[config.mk]
export PLATFORM = sky130hd
export DESIGN_NAME = conv_block
export DESIGN_NICKNAME = d
export VERILOG_FILES = /design/src/rtl/conv_pkg.sv /design/src/rtl/conv_pe.sv /design/src/rtl/conv_block.sv
export SDC_FILE = /design/constraint.sdc
export NUM_CORES = 1
export LEC_CHECK = 0
export ABC_CLOCK_PERIOD_IN_PS = 5500
export CAP_MARGIN = 20
export CORE_UTILIZATION = 50
export DETAILED_ROUTE_END_ITERATION = 12
export PLACE_DENSITY_LB_ADDON = 0.15
export SLEW_MARGIN = 40
export SYNTH_ARGS = -nofsm -noshare
export SYNTH_HDL_FRONTEND = slang
export SYNTH_SLANG_ARGS = --single-unit
[constraint.sdc]
create_clock -name i_clk -period 5.5 [get_ports i_clk]
set_input_delay 0.55 -clock i_clk [delete_from_list [all_inputs] [get_ports i_clk]]
set_output_delay 0.55 -clock i_clk [all_outputs]
set_load 0.01 [all_outputs]
[src/rtl/conv_pkg.sv]
// Shared types and sizing helpers for the convolution engine.
package conv_pkg;

  localparam int DATA_W = 16;
  localparam int ACC_W  = 48;

  typedef enum logic [1:0] {
    ST_IDLE,
    ST_RUN,
    ST_DRAIN,
    ST_WAIT_LOW
  } state_t;

  function automatic int padded_size(input int fm_size, input int padding);
    return fm_size + 2 * padding;
  endfunction

  function automatic int out_size(input int fm_size, input int kernel_size,
                                  input int padding, input int stride);
    return (padded_size(fm_size, padding) - kernel_size) / stride + 1;
  endfunction

endpackage

[src/rtl/conv_pe.sv]
// One registered multiply-add stage of the MAC cascade (one DSP slice).
module conv_pe
  import conv_pkg::*;
(
  input  logic                     clk,
  input  logic                     rst,
  input  logic signed [DATA_W-1:0] a,
  input  logic signed [DATA_W-1:0] b,
  input  logic signed [ACC_W-1:0]  p_in,
  output logic signed [ACC_W-1:0]  p_out
);

  logic signed [2*DATA_W-1:0] prod;

  assign prod = a * b;

  always_ff @(posedge clk or posedge rst) begin
    if (rst) p_out <= '0;
    else     p_out <= p_in + ACC_W'(prod);
  end

endmodule

[src/rtl/conv_block.sv]
// Fixed-function 2-D convolution: window generator, skewed operands and a
// K*K systolic MAC cascade producing one result per cycle in raster order.
module conv_block
  import conv_pkg::*;
#(
  parameter int KERNEL_SIZE = 3,
  parameter int FM_SIZE     = 4,
  parameter int PADDING     = 0,
  parameter int STRIDE      = 1
) (
  input  logic                    i_clk,
  input  logic                    i_rst,
  input  logic                    i_go,
  output logic                    o_done,
  output logic signed [ACC_W-1:0] o_conv_result
);

  localparam int P  = padded_size(FM_SIZE, PADDING);
  localparam int O  = out_size(FM_SIZE, KERNEL_SIZE, PADDING, STRIDE);
  localparam int K2 = KERNEL_SIZE * KERNEL_SIZE;
  localparam int CW = (O > 1) ? $clog2(O) : 1;

  if ((P < KERNEL_SIZE) || (((P - KERNEL_SIZE) % STRIDE) != 0)) begin : g_bad_cfg
    $error("conv_block: padded size minus kernel must be a non-negative multiple of STRIDE");
  end

  function automatic logic signed [DATA_W-1:0] fm_at(input int prow, input int pcol);
    int r;
    int c;
    r = prow - PADDING;
    c = pcol - PADDING;
    if (r < 0 || c < 0 || r >= FM_SIZE || c >= FM_SIZE) return '0;
    return DATA_W'(r * FM_SIZE + c + 1);
  endfunction

  state_t                  state;
  logic [CW-1:0]           orow;
  logic [CW-1:0]           ocol;
  logic                    issue;
  logic                    last_win;
  logic [K2-1:0]           vld;
  logic signed [ACC_W-1:0] pe_out [K2];

  assign issue    = (state == ST_RUN);
  assign last_win = (orow == CW'(O - 1)) && (ocol == CW'(O - 1));

  always_ff @(posedge i_clk or posedge i_rst) begin
    if (i_rst) begin
      state <= ST_IDLE;
      orow  <= '0;
      ocol  <= '0;
    end else begin
      case (state)
        ST_IDLE: begin
          orow <= '0;
          ocol <= '0;
          if (i_go) state <= ST_RUN;
        end
        ST_RUN: begin
          if (ocol == CW'(O - 1)) begin
            ocol <= '0;
            orow <= orow + 1'b1;
          end else begin
            ocol <= ocol + 1'b1;
          end
          if (last_win) state <= ST_DRAIN;
        end
        ST_DRAIN:    if (vld == '0) state <= ST_WAIT_LOW;
        ST_WAIT_LOW: if (!i_go)     state <= ST_IDLE;
        default:     state <= ST_IDLE;
      endcase
    end
  end

  // Tap k sees its window operand k cycles late so it meets the partial sum
  // rippling down the cascade; weights are constant and need no skew.
  for (genvar k = 0; k < K2; k++) begin : g_tap
    localparam int I = k / KERNEL_SIZE;
    localparam int J = k % KERNEL_SIZE;
    localparam logic signed [DATA_W-1:0] WGT = DATA_W'(k + 1);

    logic signed [DATA_W-1:0] fm_now;
    logic signed [DATA_W-1:0] fm_skew;
    logic signed [ACC_W-1:0]  p_in;

    assign fm_now = fm_at(int'(orow) * STRIDE + I, int'(ocol) * STRIDE + J);

    if (k == 0) begin : g_head
      assign fm_skew = fm_now;
      assign p_in    = '0;
    end else begin : g_dly
      logic signed [DATA_W-1:0] dly [k];

      always_ff @(posedge i_clk or posedge i_rst) begin
        if (i_rst) begin
          for (int unsigned d = 0; d < k; d++) dly[d] <= '0;
        end else begin
          dly[0] <= fm_now;
          for (int unsigned d = 1; d < k; d++) dly[d] <= dly[d-1];
        end
      end

      assign fm_skew = dly[k-1];
      assign p_in    = pe_out[k-1];
    end

    conv_pe u_pe (
      .clk   (i_clk),
      .rst   (i_rst),
      .a     (WGT),
      .b     (fm_skew),
      .p_in  (p_in),
      .p_out (pe_out[k])
    );
  end

  always_ff @(posedge i_clk or posedge i_rst) begin
    if (i_rst) begin
      vld           <= '0;
      o_done        <= 1'b0;
      o_conv_result <= '0;
    end else begin
      vld    <= (vld << 1) | K2'(issue);
      o_done <= vld[K2-1];
      if (vld[K2-1]) o_conv_result <= pe_out[K2-1];
    end
  end

endmodule

# After elaboration in Yosys (flattened, before gate mapping)
# Cells that the tools add are included.
# Widths: inputs -> output; s select.
[totals]
reg_bits = 1038
in_bits = 3
output_inout_bits = 49
elab_cells = 178
[classes]
addsub = 32
multipliers = 5
order_cmp = 12
eq_ne = 8
muxes = 36
bitwise_logic = 1
reduce_logical = 33
[op_table]
columns = ["operator", "count"]
rows = [
  ["$mux 16", 18],
  ["$add 48x20->48", 3],
  ["$add 16x2->16 const B", 7],
  ["$add 48x19->48", 2],
  ["$add 48x18->48", 1],
  ["$add 48x21->48", 1],
  ["$mul 4x16->20 const A", 2],
  ["$mul 3x16->19 const A", 2],
  ["$logic_or 1x1->1", 27],
  ["$mul 5x16->21 const A", 1],
  ["$add 16x17->18", 1],
  ["$mux 1", 11],
  ["$logic_not 9->1", 1],
  ["$or 9x1->9", 1],
  ["$mux 2", 4],
  ["$ne 2x2->1 const B", 4],
  ["$pmux 2 s4", 1],
  ["$add 6x1->7 const B", 1],
  ["$add 1x2->3 const B", 2],
  ["$add 5x1->6", 1],
  ["$add 5x2->6", 1],
  ["$add 5x3->6", 1],
  ["$ge 1x3->1 const B", 2],
  ["$ge 2x3->1 const B", 2],
  ["other kinds (22)", 30],
]

# Logic depth before layout (Yosys ltp)
# Gate-level depths: netlist of the first run.
[depth]
ltp_word = 7
mapped_depth = 13
ltp_nobuf = 13

# Modules after synthesis
# A second synthesis of the first run with hierarchy kept.
[unflattened]
hier_cells = 14123
area_unflattened_um2 = 138728.1
[modules_own_cells]
columns = ["module", "n_inst", "cells_per_inst", "area_each_um2", "seq_area_each_um2"]
rows = [
  ["conv_pe at g_tap[2].u_pe ...", 5, 1544, 14935.6, 1201.2],
  ["conv_pe at g_tap[8].u_pe", 1, 1589, 15046.9, 1201.2],
  ["conv_pe at g_tap[0].u_pe", 1, 1529, 14918.1, 1201.2],
  ["conv_pe at g_tap[7].u_pe", 1, 1541, 14874.3, 1201.2],
  ["conv_pe at g_tap[1].u_pe", 1, 1514, 14849.2, 1201.2],
  ["conv_block", 1, 230, 4361.7, 3528.4],
]

# Least setup slack after synthesis of the first run
# No wires, ideal clock.
[synth_timing]
path_type = "flip-flop to flip-flop"
from = "register g_tap[6].g_dly.dly, in the netlist g_tap[6].fm_skew[2]"
to = "register g_tap[6].u_pe.p_out[9]"
setup_time_ps = 80
arrival_ps = 2631
required_time_ps = 5420
slack_ps = 2789
path_stages_with_launch = 13
cell_sequence = "dfrtp_1 ha_1 xor2_1 ha_1 inv_1 fa_1 inv_1 ha_1 a21o_1 nand2_1 a21oi_1 o21ai_0 xnor2_1"
[synth_between]
elab_chain_len = 2
[synth_rtl]
columns = ["element", "line", "rtl"]
rows = [
  ["start: declaration", "conv_block.sv:92", "logic signed [DATA_W-1:0] dly [k];"],
  ["$mul 4x16->20", "conv_pe.sv:15", "assign prod = a * b;"],
  ["$add 48x20->48", "conv_pe.sv:19", "else p_out <= p_in + ACC_W'(prod);"],
  ["end signal: assignment", "conv_pe.sv:19", ""],
  ["end: declaration", "conv_pe.sv:10", "output logic signed [ACC_W-1:0] p_out"],
]
# No other way between the ends.
# A chain may end at the register's enable or synchronous reset.

# Worst setup path after layout of the first run
[layout_timing]
from = "register g_tap[6].g_dly.dly, in the netlist g_tap[6].fm_skew[2]"
to = "register g_tap[6].u_pe.p_out[8]"
# The elaborated chain is that of the path after synthesis.

==> flow_summary_export.csv, run 1 <==
group,metric,value,unit
outcome,status,"completed",
detailed_routing,num_vias,3724,
layout,syn_to_final_growth,11.0,%
sta,min_period,2.90,ns
floorplanning,io_pins,52,
sta,fin_crit_sh,0.528,
clock_network,clk-insertion-delay-late,0.42,ns
logic_synthesis,synthArstFlopShare,1.00,
global_route,grt_pass1_vias,4042,
worst_setup_path,r2r_slack,2.60,ns
detailed_routing,drtPass1Iterations,4,
detailed_routing,wl,10300,um
logic_synthesis,synthMuxAreaShare,0.0211,
sta,skew,0.00863,ns
logic_synthesis,synth_compound_area_frac,0.0599,
logic_synthesis,ys_seq_elements,174,
clock_network,cts.htree.levels,4,
clock_network,cts_tree,"yes",
clock_network,cts_sinks,174,
place,finalWeightedCongestion,0.775,
logic_synthesis,synth_top_family_by_area,"adder cells",
global_route,antenna_found_initial,0,
worst_setup_path,end_kind,"flip-flop",
sta,finalSetupViolCount,0,
floorplanning,initial_utilization,0.513,
detailed_routing,post_drt_wl_per_cell,13.2,um
worst_setup_path,cp.arrival,3.25,ns
place,io_buffers,16,
layout,fin_cells,780,
layout,antenna_cells,0,
sta,hold_viol,0,
place,dp_cells,750,
worst_setup_path,worstSetupPathType,"reg2reg",
worst_setup_path,worstPathMaxFanout,5,
logic_synthesis,synth_cells,550,
clock_network,root_buffer,"clkbuf_16",
place,dp_hpwl,7520,um
global_route,grt-ovfl-total,0,
clock_network,cts_inserted_buffers,17,
floorplanning,rows,44,
worst_setup_path,cp-start-kind,"flip-flop",
clock_network,post_cts_resized,0,
floorplanning,die_y,124,um
detailed_routing,drc_errors,0,
floorplanning,fp.dieArea,15500,um^2
global_route,grt_pass1_wl,18400,um
sta,rsz0062_at_grt,"false",
logic_synthesis,synth_fa_ha_area_frac,0.187,
sta,relSlewSlack,0.558,
sta,worst_pin_slew,0.664,ns
logic_synthesis,synth-seq-area-share,0.582,
logic_synthesis,synth_edf_count,0,
floorplanning,die_w,124,um
run,max_cap_violations,0,
global_route,grt_max_degree,69,
layout,final_nets,690,
logic_synthesis,synthesis.area,7480,um^2
logic_synthesis,ys_types,37,
worst_setup_path,cp.required,5.85,ns
sta,slew_violations,0,
clock_network,cts_hold_buf,0,
clock_network,clk_pin_slew,0.07,ns
sta,whs,0.342,ns
place,place_area,7750,um^2
logic_synthesis,synth-simple-area-share,0.0279,
clock_network,clock_path_buffers,2,
detailed_routing,ant_nets,0,
global_route,track_usage,0.154,
sta,max_clock_freq,344,MHz
sta,fin_tns_setup,0,ns
layout,drive_gt1_frac,0.0923,
logic_synthesis,synthFlopType,"dfrtp_1",
detailed_routing,vias_per_cell,4.77,
layout,mostFrequentLayoutCells,"dfrtp_1 (174), ha_1 (86), inv_1 (69)",
min_path,hp-class,"reg2reg",
logic_synthesis,ys_warn_count,0,
layout,final_common_cell,"dfrtp_1",
floorplanning,core,14600,um^2
logic_synthesis,syn_area_per_cell,13.6,um^2
logic_synthesis,synth_xor_area_frac,0.0504,
detailed_routing,drt_iter0_drc,168,
layout,stdcell_area,8300,um^2
clock_network,post-cts-setup-buffer-count,0,
## worst max-delay path, cell delays in order, from the launching register on
cell and delay (ns):
dfrtp_1 0.43, ha_1 0.35, xor2_1 0.15, ha_1 0.28, inv_1 0.05, fa_1 0.49, inv_1 0.04, ha_1 0.33
a21oi_2 0.21, o21ai_1 0.11, a31oi_2 0.24, xnor2_1 0.13
## cells in the mapped netlist (8+ instances only)
library cell | number | share of area
dfrtp_1 | 174 | 0.58
ha_1 | 86 | 0.14
inv_1 | 70 | 0.035
buf_4 | 35 | 0.035
xnor2_1 | 33 | 0.039
a21oi_1 | 20 | 0.013
a21o_1 | 16 | 0.016
fa_1 | 16 | 0.043
mux2_2 | 14 | 0.021
o21ai_0 | 12 | 0.0080
xor2_1 | 10 | 0.012
nand2_1 | 9 | 0.0045
nor2_1 | 9 | 0.0045
nor2b_1 | 8 | 0.0067
## routing by layer
| metal | up-vias | track usage | wire (um) |
|---|---|---|---|
| li1 | 1788 | - | - |
| met1 | 1881 | 0.170 | 4230 |
| met2 | 41 | 0.270 | 5560 |
| met3 | 14 | 0.0503 | 296 |
| met4 | 0 | 0.0673 | 180 |
| met5 | - | 0 | 0 |
## cells by family after synthesis
logic type,count (synthesis)
buffers and inverters,106
and+or+nand+nor,41
adders and majority gates,102
muxes,14
AOI/OAI and AO/OA,68
DFF,174
other,2
xor gates and xnor gates,43
## metrics by stage
stage	utilization	worst slack, ns
after global placement	0.531	2.69
after global routing	0.569	2.38
after CTS	0.569	2.59
after detailed placement	0.531	2.63
final	0.569	2.60
after floorplan	-	0.233
## state kept, by name, indices dropped and copies added (netlist names)
name,count
vld,9
ocol,1
o_done,1
g_tap.fm_skew,25
g_tap.u_pe.p_out,72
o_conv_result,13
g_tap.g_dly.dly,50
state,2
orow,1
## final timing paths
path,from,depth (start not counted),endpoint
hold / removal,g_tap[8].g_dly.dly[99]$_DFF_PP0_,0,g_tap[8].g_dly.dly[83]$_DFF_PP0_
min in group asynchronous,i_rst,2,o_conv_result[12]$_DFFE_PP0P_
hold reg to reg,g_tap[8].g_dly.dly[99]$_DFF_PP0_,0,g_tap[8].g_dly.dly[83]$_DFF_PP0_
setup / recovery,g_tap[6].fm_skew[2]$_DFF_PP0_,11,g_tap[6].u_pe.p_out[8]$_DFF_PP0_
setup reg to reg,g_tap[6].fm_skew[2]$_DFF_PP0_,11,g_tap[6].u_pe.p_out[8]$_DFF_PP0_
max in group asynchronous,i_rst,3,g_tap[4].u_pe.p_out[6]$_DFF_PP0_
## cell type report
| class | instances | area, um^2 |
|---|---|---|
| multi-input combinational | 304 | 2720 |
| fill | 1197 | 6290 |
| timing repair buffer | 18 | 175 |
| clock buffer | 18 | 439 |
| sequential | 174 | 4350 |
| clock inverter | 12 | 111 |
| tap | 184 | 230 |
| inverter | 70 | 268 |
Power of run 1 is not shown: default switching activity piles up to over one toggle a cycle in this logic, so the estimate is an artifact.
==> run 2, diff against run 1 <==
- ABC_CLOCK_PERIOD_IN_PS: 5500 -> 2750
- clock period: 5.5 -> 2.75 ns (I/O delays scaled with it)
==> flow_summary_export.csv, run 2 (synthesis results as in run 1) <==
group,metric,value,unit
layout,utilization,0.590,
place,place_area,7820,um^2
layout,syn_to_final_growth,15.1,%
worst_setup_path,worstSetupPathType,"reg2reg",
min_path,hp-class,"in2async",
layout,antenna_cells,0,
layout,largest_register_ffs,72,
global_route,grt_max_degree,84,
global_route,antenna_found_initial,0,
layout,drive_gt1_frac,0.148,
clock_network,clk_pin_slew,0.07,ns
detailed_routing,drc_errors,0,
layout,stdcell_area,8610,um^2
worst_setup_path,cp-start-kind,"flip-flop",
floorplanning,rows,44,
sta,relSlewSlack,0.577,
floorplanning,core,14600,um^2
floorplanning,die_y,124,um
worst_setup_path,cp.required,3.10,ns
detailed_routing,post_drt_wl_per_cell,13.0,um
detailed_routing,wl_met3,255,um
sta,fin_crit_sh,0.985,
worst_setup_path,r2r-end,"g_tap[6].u_pe.p_out[7]$_DFF_PP0_",
worst_setup_path,cp.arrival,3.05,ns
worst_setup_path,end_kind,"flip-flop",
outcome,status,"completed",
worst_setup_path,r2r_slack,0.04,ns
detailed_routing,vias_per_cell,4.76,
global_route,grt_pass1_vias,4018,
clock_network,cts_inserted_buffers,17,
clock_network,root_buffer,"clkbuf_16",
floorplanning,io_pins,52,
place,dp_hpwl,7330,um
sta,finalSetupViolCount,0,
clock_network,cts.htree.levels,4,
sta,hold_viol,0,
sta,slew_violations,0,
layout,final_nets,702,
run,max_cap_violations,0,
clock_network,clock_path_buffers,2,
detailed_routing,wl_met1,4140,um
floorplanning,fp.dieArea,15500,um^2
sta,worst_pin_slew,0.634,ns
layout,final_common_cell,"dfrtp_1",
floorplanning,die_w,124,um
clock_network,cts_tree,"yes",
sta,whs,0.157,ns
detailed_routing,top_layer_used,"met4",
clock_network,clk-insertion-delay-late,0.42,ns
layout,mostFrequentLayoutCells,"dfrtp_1 (172), ha_1 (78), inv_1 (68)",
detailed_routing,ant_nets,0,
worst_setup_path,reg2reg_from,"g_tap[5].u_pe.p_out[0]$_DFF_PP0_",
global_route,grt-ovfl-total,0,
clock_network,cts_sinks,174,
global_route,grt_pass1_wl,18100,um
global_route,track_usage,0.150,
sta,min_period,2.71,ns
worst_setup_path,ff2ff_path_depth,12,
detailed_routing,drtPass1Iterations,4,
place,io_buffers,16,
detailed_routing,drt_iter0_drc,132,
sta,max_clock_freq,369,MHz
detailed_routing,wl_met2,5690,um
sta,rsz0062_at_grt,"true",
worst_setup_path,worstPathMaxFanout,4,
sta,skew,0.00550,ns
detailed_routing,num_vias,3771,
layout,regMostFlops,"g_tap.u_pe.p_out",
detailed_routing,wl,10300,um
place,finalWeightedCongestion,0.777,
floorplanning,initial_utilization,0.513,
-- run 2: worst max-delay path by stage --
stage | startpoint | endpoint | slack [ns] | depth (start not counted)
2_1_floorplan | g_tap[6].fm_skew[2]$_DFF_PP0_ | g_tap[6].u_pe.p_out[9]$_DFF_PP0_ | 0.04 | 12
3_3_place_gp | g_tap[5].u_pe.p_out[0]$_DFF_PP0_ | g_tap[6].u_pe.p_out[8]$_DFF_PP0_ | -0.02 | 11
3_5_place_dp | g_tap[5].u_pe.p_out[0]$_DFF_PP0_ | g_tap[6].u_pe.p_out[9]$_DFF_PP0_ | -0.08 | 12
4_1_cts | g_tap[8].fm_skew[4]$_DFF_PP0_ | g_tap[8].u_pe.p_out[12]$_DFF_PP0_ | 0.007 | 9
5_1_grt | g_tap[5].u_pe.p_out[0]$_DFF_PP0_ | g_tap[6].u_pe.p_out[6]$_DFF_PP0_ | -0.13 | 12
6_report | g_tap[5].u_pe.p_out[0]$_DFF_PP0_ | g_tap[6].u_pe.p_out[7]$_DFF_PP0_ | 0.04 | 12
-- run 2: final cells by class --
| cell class | count | area (um^2) |
|---|---|---|
| clock buffers | 18 | 439 |
| repair buffers | 30 | 298 |
| clock inverters | 13 | 130 |
| fillers | 1127 | 5980 |
| multi-input cells | 304 | 2890 |
| well taps | 184 | 230 |
| inverters | 70 | 267 |
| flip-flops and latches | 174 | 4360 |
-- run 2: repair_timing --
action,CTS,global route
hold buffers,0,0
buffers inserted,3,3
setup endpoints to repair,5,10
gates resized for setup,9,21
pin swaps,4,16
-- run 2: through the flow --
step	worst slack, ns	setup TNS, ns	cells
CTS	0.00677	0	790
global route	-0.134	-0.365	793
floorplan	0.0393	0	584
finish	0.0426	0	793
detailed placement	-0.0790	-0.203	756
global placement	-0.0191	-0.0294	756
-- run 2: per-layer routing --
layer | vias up | GRT usage
met5 | - | 0
met1 | 1894 | 0.164
met3 | 20 | 0.0408
met4 | 0 | 0.0716
li1 | 1820 | -
met2 | 37 | 0.266
-- run 2: worst max-delay path: stages (launching register included) --
cell     delay (ns)
dfrtp_2        0.47
ha_4           0.30
xor2_1         0.19
ha_1           0.26
inv_1          0.07
fa_1           0.42
inv_2          0.08
ha_4           0.21
a21o_1         0.19
nand2_2        0.09
nand2_1        0.07
a21oi_2        0.15
xnor2_1        0.13
Power of run 2 is left out for the same reason.
==> RTL change 1: new RTL, config.mk and constraints of run 2 <==
`KERNEL_SIZE`: 3 -> 2.
--- a/src/rtl/conv_block.sv
+++ b/src/rtl/conv_block.sv
@@ -4,5 +4,5 @@
   import conv_pkg::*;
 #(
-  parameter int KERNEL_SIZE = 3,
+  parameter int KERNEL_SIZE = 2,
   parameter int FM_SIZE     = 4,
   parameter int PADDING     = 0,
Check against the original RTL: same outputs for any inputs over 4 cycles, from zero or initial values and one cycle with i_rst high; that may be too few to reach the edited logic, so the function may still have changed.
==> RTL change 1 against run 2 <==
Sequential cell count decreased by 85; critical endpoint is now g_tap[2].u_pe.p_out[7]$_DFF_PP0_; non-clock buffer count decreased by 14; routed wire length decreased by 48%; via count decreased by 44%; highest routed layer unchanged; setup slack improved by 0.23 ns; largest cell class unchanged; final area decreased by 48%; sequential share of layout area decreased by 0.60 points; synthesized area decreased by 45%.
==> RTL change 1: results (changes against run 2) <==
Final layout
The total of fill cells in the finished design was 685 (-39%). The register with the most flip-flops in the final layout is g_tap.u_pe.p_out. The flip-flop count of the largest register, all copies and words added came to 32 (-56%). The fraction of final layout cells sized beyond drive strength 1 was 8.380% (-6.4 points). The final cell count without fillers was 460 (-42%). The count of antenna diodes in the layout came to 0 (unchanged). The count of nets after finishing came to 409 (-42%).

Timing
The worst hold-check slack came to 0.3066 ns (+0.1500 ns). The setup slack of the critical path after layout is 0.2742 ns (+0.2316 ns). The clock skew came to 0.008534 ns (+0.003030 ns). The slew at the pin closest to its max-slew limit is 0.6167 ns (-0.01752 ns).

Clock network
The number of instances resized during post-cts repair is 0 (-9). CTS placed an instance of clkbuf_8 at the clock tree root. The clock latency on the worst-skew pair is 0.34 ns (-0.08 ns). Clock-pin slew was measured on the worst setup and hold paths at ~0.08 ns. The number of CTS-inserted buffers is 9 (-8). The deepest clock path buffer count is 2 (unchanged). The CTS H-tree depth is 3 (-1). The buffer count from post-CTS setup fixing is 0 (-3).

Setup path
The longest individual stage delay on the worst path is 0.52 ns (+0.05 ns). The worst endpoint data arrival time was 2.75 ns (-0.30 ns). The maximum net fanout on the critical path came to 3 (-1). The largest delay contributor family on the critical path is adder cells. The cell with the biggest individual delay on the critical path is fa_1.

Synthesis
The post-synthesis sequential area ratio was 53.73% (-4.5 points). In the post-synthesis netlist, the biggest area contributors are dfrtp_1, ha_1, buf_4, fa_1, inv_1. Sorting the synthesized cells by how often they occur yields dfrtp_1, ha_1, buf_4. The distinct cell type count of the synthesized netlist was 41 (+11%).

The area fraction in compound gates after synthesis is 5.705% (-0.28 points). The xor and xnor fraction of the mapped netlist area is 4.226% (-0.81 points). The cell count after synthesis is 333 (-39%). By area, the combinational part of the netlist is dominated by adder cells. The fraction of synthesized area in multiplexers is 3.230% (+1.1 points).

The post-synthesis share of cell area spent on full adders, half adders and majority gates was 16.36% (-2.3 points).

Min path
The worst hold path belongs to the class in2async.

Placed design
The number of port buffers is 13 (-3). The final weighted congestion in routability-driven placement was 0.8188 (+5.4%). The total placed cells including tap cells is 447 (-41%). The placed wire-length estimate after detailed placement is 4086 um (-44%). The cell area after placement was 4280 um^2 (-45%).

Route
The total via count in the routed design was 2112 (-44%). The initial detailed-routing violation count is 17 (-87%). The final wirelength is 5400 um (-48%).

The detailed-routing iteration count for the pre-antenna-repair pass came to 3 (-1).

Global route
The via count of the first global-routing pass came to 2152 (-46%). The maximum number of pins on one net before global-route repair is 40 (-52%). The met3 track demand over resource is 3.659% (-0.42 points). The initial antenna violation count is 0 (unchanged). The met2 usage is 25.80% (-0.85 points).

The first-pass GRT wire length was 9556 um (-47%). The total track usage is 14.67% (-0.28 points). The routing usage on met1 came to 16.19% (-0.20 points).

Die
The placeable core region is 7888 um^2 (-46%).

Outcome
The flow ran to the end, and the final reports show no timing, DRC or antenna violations.

Power and ir drop
The analysis attributes to cell leakage a power of 0.002221 uW. The highest ir drop seen on vdd is between 0.4 and 0.5 mV.
==> RTL change 1: cell families after synthesis <==
| group | after synthesis |
|---|---|
| xor gates and xnor gates | 20 |
| AOI/OAI and AO/OA | 35 |
| DFF | 89 |
| buffers and inverters | 76 |
| and+or+nand+nor | 50 |
| muxes | 12 |
| adders and majority gates | 50 |
| other | 1 |
==> RTL change 1: power breakdown <==
| part | leakage, uW | internal [uW] | switching, uW |
|---|---|---|---|
| Combinational | 0.00103 | 1020 | 1090 |
| Clock | 0.0000868 | 401 | 408 |
| Sequential | 0.00110 | 1800 | 204 |
| Total | 0.00222 | 3230 | 1700 |
==> RTL change 1: final timing paths <==
check	from	endpoint	cells past startpoint
worst max-delay path	g_tap[2].fm_skew[1]$_DFF_PP0_	g_tap[2].u_pe.p_out[7]$_DFF_PP0_	7
worst min-delay path	i_rst	vld[3]$_DFF_PP0_	2
worst max register to register	g_tap[2].fm_skew[1]$_DFF_PP0_	g_tap[2].u_pe.p_out[7]$_DFF_PP0_	7
worst min register to register	g_tap[2].g_dly.dly[21]$_DFF_PP0_	g_tap[2].fm_skew[5]$_DFF_PP0_	0
max in group asynchronous	i_rst	g_tap[3].fm_skew[4]$_DFF_PP0_	3
min in group i_clk	g_tap[2].g_dly.dly[21]$_DFF_PP0_	g_tap[2].fm_skew[5]$_DFF_PP0_	0
==> RTL change 1: final cells by class <==
cell class	count	area share (%)
inverter	33	2.811
multi-input combinational	207	36.73
tap	102	2.867
clock buffer	9	2.782
sequential	89	50.03
clock inverter	4	1.068
timing repair buffer	16	3.710
==> RTL change 1: layer usage <==
metal | up-vias | wire length [um]
li1 | 1053 | -
met1 | 1027 | 2358
met2 | 23 | 2814
met3 | 9 | 119
met4 | 0 | 108
met5 | - | 0
==> RTL change 2: new RTL, config.mk and constraints of run 2 <==
Made on the original files. Register the output `o_done` once more; this adds one clock of latency there. The other outputs are not delayed to match.
--- a/src/rtl/conv_block.sv
+++ b/src/rtl/conv_block.sv
@@ -20,4 +20,6 @@
   localparam int K2 = KERNEL_SIZE * KERNEL_SIZE;
   localparam int CW = (O > 1) ? $clog2(O) : 1;
+
+  logic o_done_s0;
 
   if ((P < KERNEL_SIZE) || (((P - KERNEL_SIZE) % STRIDE) != 0)) begin : g_bad_cfg
@@ -118,13 +120,17 @@
     if (i_rst) begin
       vld           <= '0;
-      o_done        <= 1'b0;
+      o_done_s0     <= 1'b0;
       o_conv_result <= '0;
     end else begin
       vld    <= (vld << 1) | K2'(issue);
-      o_done <= vld[K2-1];
+      o_done_s0 <= vld[K2-1];
       if (vld[K2-1]) o_conv_result <= pe_out[K2-1];
     end
   end
 
+  always_ff @(posedge i_clk) begin
+    o_done <= o_done_s0;
+  end
+
 endmodule
 
Behaviour: same outputs for any inputs over 4 cycles, from zero or initial values and one cycle with i_rst high; that may be too few to reach the edited logic, so the function may still have changed.
==> RTL change 2 against run 2 <==
Routed wire length rose by 0.11%; synthesized area rose by 1.1%; final area rose by 1.2%; sequential cell count rose by 1; clock skew rose by 0.0016 ns; setup slack got worse by 0.13 ns; sequential share of layout area fell by 0.39 points; the run now ends with DRC, setup timing left.
Power is left out: the tool's default activity adds up to more than one toggle a clock period on the data nets, which glitch-free logic cannot reach.
==> RTL change 2: results (changes against run 2) <==
Outcome
The flow ran to the end, but the final reports show violations. The checks that failed: DRC, setup timing.

Global route
The total track usage came to 15.03% (+0.078 points). The maximum number of pins on one net before global-route repair is 93 (+11%). The via count of the first global-routing pass is 4048 (+0.75%). The first-pass GRT wire length was 18300 um (+1.1%).

Setup path
For this design, the slowest cell found on the critical path is fa_1. The longest individual stage delay on the worst path is 0.49 ns (+0.02 ns).

Timing
The setup-violating endpoint count in the final report is 4 (+4). The clock skew came to 0.007131 ns (+0.001627 ns). The setup slack of the critical path after layout was -0.09023 ns (-0.1328 ns). The setup TNS is -0.1384 ns (-0.1384 ns).

Synthesis
Sorting the synthesized cells by how often they occur yields dfrtp_1, ha_1, inv_1. The share of synthesized registers carrying an async set or reset is 99.43% (-0.57 points).

Final layout
The fraction of final layout cells sized beyond drive strength 1 came to 13.73% (-1.0 points). The total of fill cells in the finished design is 1172 (+4.0%). The count of nets after finishing is 713 (+1.6%). The post-layout utilization of the core is 59.49% (+0.50 points).

Placed design
The cell area after placement is 7928 um^2 (+1.4%). The placed wire-length estimate after detailed placement is 7131 um (-2.8%). The final weighted congestion in routability-driven placement came to 0.7411 (-4.6%). The worst setup timing slack at the placement stage is -0.1544 ns (-0.07542 ns).

Route
The detailed-routing iteration count for the pre-antenna-repair pass is 8 (+4). The detailed-route DRC error count is 3 (+3). The via density per instance is 4.785 (+0.61%). The initial detailed-routing violation count is 108 (-18%).

The routed wire length per instance is 12.86 um (-1.1%).

Min path
The class of the tightest hold or removal check is reg2reg.
RTL change 2: per-layer routing:
layer	track usage (%)	vias to the layer above	wire, um
met5	0	-	0
met4	6.241	0	213
met3	3.851	17	263
met2	26.65	42	5560
met1	17.33	1932	4287
li1	-	1851	-
RTL change 2: logic make-up (layout without fill, tap and decap cells):
kind of cell	after synthesis	after routing	synth area share (%)
xor+xnor	41	41	4.749
compound gates	63	63	5.792
simple gates	63	63	4.071
flops	175	175	57.85
buf+inv	100	124	6.718
mux	14	14	2.085
fa+ha+maj	103	103	18.63
other cells	2	36	0.09933
RTL change 2: layout make-up:
cell class / instances / share of cell area (%)
flip-flops and latches: 175 / 50.24
multi-input cells: 320 / 34.24
clock buffers: 23 / 5.601
repair buffers: 29 / 3.289
inverters: 64 / 2.801
well taps: 184 / 2.643
clock inverters: 8 / 1.192
RTL change 2: what timing repair did:
item / CTS / global route
pin swaps: 13 / 10
buffers inserted: 3 / 0
setup endpoints to repair: 8 / 9
gates resized for setup: 12 / 9
cloned: 0 / 0
RTL change 2: path summary, 6_finish.rpt:
path / endpoint / slack [ns]
setup / recovery: g_tap[6].u_pe.p_out[9]$_DFF_PP0_ / -0.09
hold / removal: g_tap[7].g_dly.dly[51]$_DFF_PP0_ / 0.34
setup reg to reg: g_tap[6].u_pe.p_out[9]$_DFF_PP0_ / -0.09
hold reg to reg: g_tap[7].g_dly.dly[51]$_DFF_PP0_ / 0.34
max in group asynchronous: o_conv_result[1]$_DFFE_PP0P_ / 2.00
min in group asynchronous: g_tap[5].u_pe.p_out[1]$_DFF_PP0_ / 0.35
RTL change 2: through the flow:
stage | cells | hold slack (ns)
2_1_floorplan | 595 | 0.3242
3_3_place_gp | 769 | 0.3283
3_5_place_dp | 769 | 0.3334
4_1_cts | 803 | 0.3465
5_1_grt | 803 | 0.3515
6_report | 803 | 0.3444
